$ cat src/rtl/uart_rx_oversample_if.sv
// Receive-side bus from the UART RX front end to the RX FIFO / line-status wrapper.
// The receiver drives it through the master modport; the FIFO side reads it through slave.
interface uart_rx_oversample_if;
    logic [7:0] data;
    logic       ready;
    logic       frame_err;
    logic       parity_err;
    logic       busy;

    modport master (output data, ready, frame_err, parity_err, busy);
    modport slave  (input  data, ready, frame_err, parity_err, busy);
endinterface

$ cat src/rtl/uart_rx_oversample.sv
// 16x-oversampled UART receiver with majority-vote bits and start-glitch rejection.
// Define UART_RX_PARITY_EN to add an even-parity bit between data and stop.
module uart_rx_oversample #(
    parameter int clkfreq = 50000000,
    parameter int baud    = 9600
) (
    input  logic                  clk_i,
    input  logic                  rst_i,
    input  logic                  serial_in,
    uart_rx_oversample_if.master  bus
);
    localparam int DIV = (clkfreq + baud*8) / (baud*16);
    localparam int CW  = (DIV > 1) ? $clog2(DIV) : 1;

`ifdef UART_RX_PARITY_EN
    typedef enum logic [2:0] {IDLE, START, DATA, PARITY, STOP} state_t;
`else
    typedef enum logic [1:0] {IDLE, START, DATA, STOP} state_t;
`endif

    function automatic logic maj3(input logic a, input logic b, input logic c);
        return (a & b) | (a & c) | (b & c);
    endfunction

    state_t        state;
    logic [1:0]    sync;
    logic [CW-1:0] cnt;
    logic [3:0]    smp;
    logic [2:0]    v;
    logic [7:0]    shreg;
    logic [2:0]    idx;
    logic          armed;
`ifdef UART_RX_PARITY_EN
    logic          perr;
`endif

    logic rxs, tick, vote_end, vote_stop;
    assign rxs       = sync[1];
    assign tick      = (cnt == CW'(DIV-1));
    assign vote_end  = maj3(v[0], v[1], v[2]);
    // Stop bit is voted at sample 9 so the next start edge is never missed.
    assign vote_stop = maj3(v[0], v[1], rxs);

`ifndef UART_RX_PARITY_EN
    assign bus.parity_err = 1'b0;
`endif

    always_ff @(posedge clk_i or posedge rst_i) begin
        if (rst_i) begin
            state         <= IDLE;
            sync          <= 2'b11;
            cnt           <= '0;
            smp           <= '0;
            v             <= '0;
            shreg         <= '0;
            idx           <= '0;
            armed         <= 1'b0;
            bus.data      <= 8'h00;
            bus.ready     <= 1'b0;
            bus.frame_err <= 1'b0;
            bus.busy      <= 1'b0;
`ifdef UART_RX_PARITY_EN
            perr           <= 1'b0;
            bus.parity_err <= 1'b0;
`endif
        end else begin
            sync          <= {sync[0], serial_in};
            bus.ready     <= 1'b0;
            bus.frame_err <= 1'b0;
`ifdef UART_RX_PARITY_EN
            bus.parity_err <= 1'b0;
`endif
            cnt <= tick ? '0 : cnt + 1'b1;
            if (tick) begin
                smp <= smp + 4'd1;
                if (smp == 4'd7) v[0] <= rxs;
                if (smp == 4'd8) v[1] <= rxs;
                if (smp == 4'd9) v[2] <= rxs;
            end

            case (state)
                IDLE: begin
                    // armed demands a high level first, so a held-low break cannot retrigger
                    if (rxs) armed <= 1'b1;
                    else if (armed) begin
                        state    <= START;
                        cnt      <= '0;
                        smp      <= '0;
                        armed    <= 1'b0;
                        bus.busy <= 1'b1;
                    end
                end
                START: if (tick) begin
                    if (smp == 4'd8 && rxs) begin
                        state    <= IDLE;
                        bus.busy <= 1'b0;
                    end else if (smp == 4'd15) begin
                        if (!vote_end) begin
                            state <= DATA;
                            idx   <= '0;
                        end else begin
                            state    <= IDLE;
                            bus.busy <= 1'b0;
                        end
                    end
                end
                DATA: if (tick && smp == 4'd15) begin
                    shreg[idx] <= vote_end;
                    idx        <= idx + 3'd1;
`ifdef UART_RX_PARITY_EN
                    if (idx == 3'd7) state <= PARITY;
`else
                    if (idx == 3'd7) state <= STOP;
`endif
                end
`ifdef UART_RX_PARITY_EN
                PARITY: if (tick && smp == 4'd15) begin
                    perr  <= (^shreg) ^ vote_end;
                    state <= STOP;
                end
`endif
                STOP: if (tick && smp == 4'd9) begin
                    bus.data      <= shreg;
                    bus.ready     <= 1'b1;
                    bus.frame_err <= ~vote_stop;
`ifdef UART_RX_PARITY_EN
                    bus.parity_err <= perr;
`endif
                    bus.busy      <= 1'b0;
                    state         <= IDLE;
                end
                default: state <= IDLE;
            endcase
        end
    end
endmodule
$ cat src/flat_wrapper.sv
// flat-port wrapper written by rule: the top's interface ports become plain ports
module uart_rx_oversample_flat 
#(
    parameter int clkfreq = 50000000,
    parameter int baud    = 9600
)
  (clk_i, rst_i, serial_in, bus_data, bus_ready, bus_frame_err, bus_parity_err, bus_busy);
  uart_rx_oversample_if bus_i ();
  input  logic clk_i;
  input  logic rst_i;
  input  logic serial_in;
  output wire logic [$bits(bus_i.data)-1:0] bus_data;
  output wire logic [$bits(bus_i.ready)-1:0] bus_ready;
  output wire logic [$bits(bus_i.frame_err)-1:0] bus_frame_err;
  output wire logic [$bits(bus_i.parity_err)-1:0] bus_parity_err;
  output wire logic [$bits(bus_i.busy)-1:0] bus_busy;
  assign bus_data = bus_i.data;
  assign bus_ready = bus_i.ready;
  assign bus_frame_err = bus_i.frame_err;
  assign bus_parity_err = bus_i.parity_err;
  assign bus_busy = bus_i.busy;
  uart_rx_oversample #(.clkfreq(clkfreq), .baud(baud)) u_core (.clk_i(clk_i), .rst_i(rst_i), .serial_in(serial_in), .bus(bus_i));
endmodule
$ cat config.mk
export PLATFORM = sky130hd
export DESIGN_NAME = uart_rx_oversample_flat
export DESIGN_NICKNAME = d
export VERILOG_FILES = /design/src/rtl/uart_rx_oversample_if.sv /design/src/rtl/uart_rx_oversample.sv /design/src/flat_wrapper.sv
export SDC_FILE = /design/constraint.sdc
export NUM_CORES = 1
export LEC_CHECK = 0
export BUFFER_PORTS_ARGS = -buffer_cell sky130_fd_sc_hd__buf_2
export CORE_MARGIN = 4
export CORE_UTILIZATION = 53
export CTS_CLUSTER_DIAMETER = 40
export DETAILED_ROUTE_END_ITERATION = 12
export PLACE_DENSITY = 0.73
export SLEW_MARGIN = 0
export SYNTH_ARGS = -nofsm -noshare
export SYNTH_HDL_FRONTEND = slang
export SYNTH_SLANG_ARGS = --single-unit
$ cat constraint.sdc
create_clock -name clk_i -period 2.1 [get_ports clk_i]
set_input_delay 0.42 -clock clk_i [delete_from_list [all_inputs] [get_ports clk_i]]
set_output_delay 0.42 -clock clk_i [all_outputs]
set_load 0.01 [all_outputs]
==> reports/metrics.csv <==
metric,value,unit
Synth Area in XOR/XNOR,0.0424,
Finished Layout Cells,252,
WL per Instance,14.1,µm
Core Rows,22,
cts bufs inserted,5,
CTS tree,yes,
Mapped Area,2060,µm²
largest net degree at the start of global routing,44,
HP Class,input pin to register,
status,completed,
Hold WS,223,ps
Starting Density,0.556,
Worst Tran Pin Value,515,ps
Gate Count Post-Synth,175,
Die Footprint,4960,µm²
Multi-input gate area,935,µm²
Overall Global Routing Usage,0.155,
Final Core Density,0.651,
main combinational cell family by area after synthesis,simple AND/OR/NAND/NOR gates,
Post-synth ARST share,1.00,
HPWL after DPL,2430,µm
Pleak,0.00119,µW
drt pass-1 iters,4,
CTS root buf,clkbuf_8,
Vias/cell,5.42,
vias in the first global route,1337,
Netlist cell types,42,
storage element area,1080,µm²
Critical Path Fanout Max,9,
final slew viol count,0,
antenna cells,0,
# IOs,15,
Synth top cells by count,"dfrtp_1, nor2_1, mux2_2",
Max IR drop VDD,533,µV
die width,70.4,µm
first-pass GRT wire length,5970,µm
register area share after synthesis,0.522,
antenna violations before repair,0,
Setup-failing EPs final,0,
TritonCTS Sinks,43,
clk buf depth,2,
input/output buffers,13,
Max Cap Viol,0,
Area growth syn-to-layout,17.1,%
Fill cells,296,
Final Hold Fails,0,
startpoint types,register,
Synth Area in Simple Gates,0.185,
Syn Area/Cell,11.8,µm²
R2R Setup Slk,40,ps
number of H-tree levels,2,
fraction of the mapped netlist area in adder cells,0.0521,
clk_lat worst skew,300,ps
share of the synthesized area in the top cell type,0.497,
Crit path arrival time,2250,ps
Max-slew headroom,0.657,
WS Path Type,register to register,
CP Capture Type,register,
Post-synth EDFFs,0,
fin crit share,0.983,
Die Ht,70.4,µm
DR iter-0 viols,122,
Worst-path clk slew,80,ps
Main synth FF type,dfrtp_1,
syn nets,185,
final net count,213,
Placed Cells,242,
GPL Wtd Cong,0.810,
Required @ worst endpoint,2290,ps
layout cells sized above 1,0.304,
DR vias,1367,
Synth Area in Compound Gates,0.0455,
pwr dens,846,nW/µm²
mux share of post-synthesis cell area,0.115,
unrepaired setup endpoints after global routing,true,
Ys Warns,0,
fin crit period,2060,ps
cell taking the most area after synthesis,dfrtp_1,
"antenna viol nets, final",0,
Core ar.,3720,µm²
"flops & latches, synth",43,
top-count cell post-synth,dfrtp_1,
drt total wl,3540,µm
skew final,9.48,ps
Pwr Total,2050,µW
DRC errors left,0,
cts-stage hold buffer count,0,
grt ovf,0,
Fmax achieved,484,MHz
most area-consuming cells after synthesis,"dfrtp_1, mux2_2, mux2_1, ha_1, xnor2_1",
==> final timing paths <==
| path | depth (start not counted) | from | to |
|---|---|---|---|
| worst max-delay path | 5 | u_core.cnt[4] | u_core.shreg[2] |
| worst min-delay path | 1 | serial_in | u_core.sync[0] |
| worst max register to register | 5 | u_core.cnt[4] | u_core.shreg[2] |
| worst min register to register | 0 | u_core.sync[0] | u_core.sync[1] |
| max in group asynchronous | 3 | rst_i | u_core.sync[1] |
| min in group asynchronous | 3 | rst_i | u_core.cnt[7] |
==> layer usage <==
| metal | track usage | wire [µm] | share of wire | vias up |
|---|---|---|---|---|
| met1 | 0.182 | 1560 | 0.44 | 676 |
| li1 | - | - | - | 664 |
| met3 | 0.0518 | 144 | 0.041 | 6 |
| met4 | 0.0681 | 62 | 0.018 | 0 |
| met5 | 0 | 0 | 0 | - |
| met2 | 0.258 | 1780 | 0.50 | 21 |
==> critical path, stage by stage (launching register included) <==
cell and delay [ps]:
dfrtp_1 380, or4b_4 560, nor4b_4 310, buf_6 170
and4bb_2 250, mux2_4 300
==> where the power goes <==
group | total (µW) | switching, µW | internal [µW]
clock network | 749 | 274 | 475
registers | 967 | 56.2 | 911
logic | 329 | 165 | 164
==> stage by stage <==
step	setup TNS, ps	instance area, µm²	worst slack (ps)
2_1_floorplan	0	2060	5.43
3_5_place_dp	-6.99	2240	-6.99
6_report	0	2420	35.0
5_1_grt	-61.0	2420	-30.9
4_1_cts	0	2400	11.6
3_3_place_gp	0	2240	53.4
==> layout make-up <==
| type | count | area share |
|---|---|---|
| Sequential cell | 43 | 0.446 |
| Multi-Input combinational cell | 117 | 0.387 |
| Timing Repair Buffer | 28 | 0.0751 |
| Clock buffer | 6 | 0.0300 |
| Clock inverter | 2 | 0.0248 |
| Tap cell | 48 | 0.0248 |
| Inverter | 8 | 0.0124 |
==> cell usage in the layout (no fill, tap or decap), types with 2 or more instances in the layout <==
cell type / count
dfstp_2: 2
nor2_1: 17
a21oi_1: 4
nand2_1: 7
dfrtp_1: 41
o31ai_1: 2
or2_2: 2
mux2_4: 3
nand3b_1: 2
nor2b_1: 3
nand3_1: 8
xor2_1: 2
a22o_2: 2
nor3_1: 6
mux2_2: 13
inv_1: 8
bufinv_16: 2
xnor2_1: 8
mux2_1: 5
buf_2: 13
clkbuf_8: 5
buf_4: 14
nand4b_1: 4
maj3_1: 2
and2_1: 2
ha_1: 7
==> sequential cells by signal, summed over array words and instances (netlist names), named ones only <==
| name | cells |
|---|---|
| u_core.armed | 1 |
| u_core.bus.busy | 1 |
| u_core.bus.data | 8 |
| u_core.bus.frame_err | 1 |
| u_core.bus.ready | 1 |
| u_core.cnt | 9 |
| u_core.idx | 3 |
| u_core.shreg | 8 |
| u_core.smp | 4 |
| u_core.state | 1 |
| u_core.sync | 2 |
| u_core.v | 3 |
==> timing repair <==
| action | CTS | global route |
|---|---|---|
| endpoints found under the setup margin | 2 | 11 |
| pin swaps | 0 | 1 |
| resized for setup | 2 | 4 |
| buffers inserted | 2 | 0 |
==> logic make-up after synthesis <==
kind of cell / after synthesis
other: 1
flip-flops: 43
buffers and inverters: 15
multiplexers: 21
AND/OR/NAND/NOR: 63
adder cells (fa/ha/maj): 9
XOR/XNOR: 10
AO/OA/AOI/OAI: 13
Power figures use the tool's default switching activity.
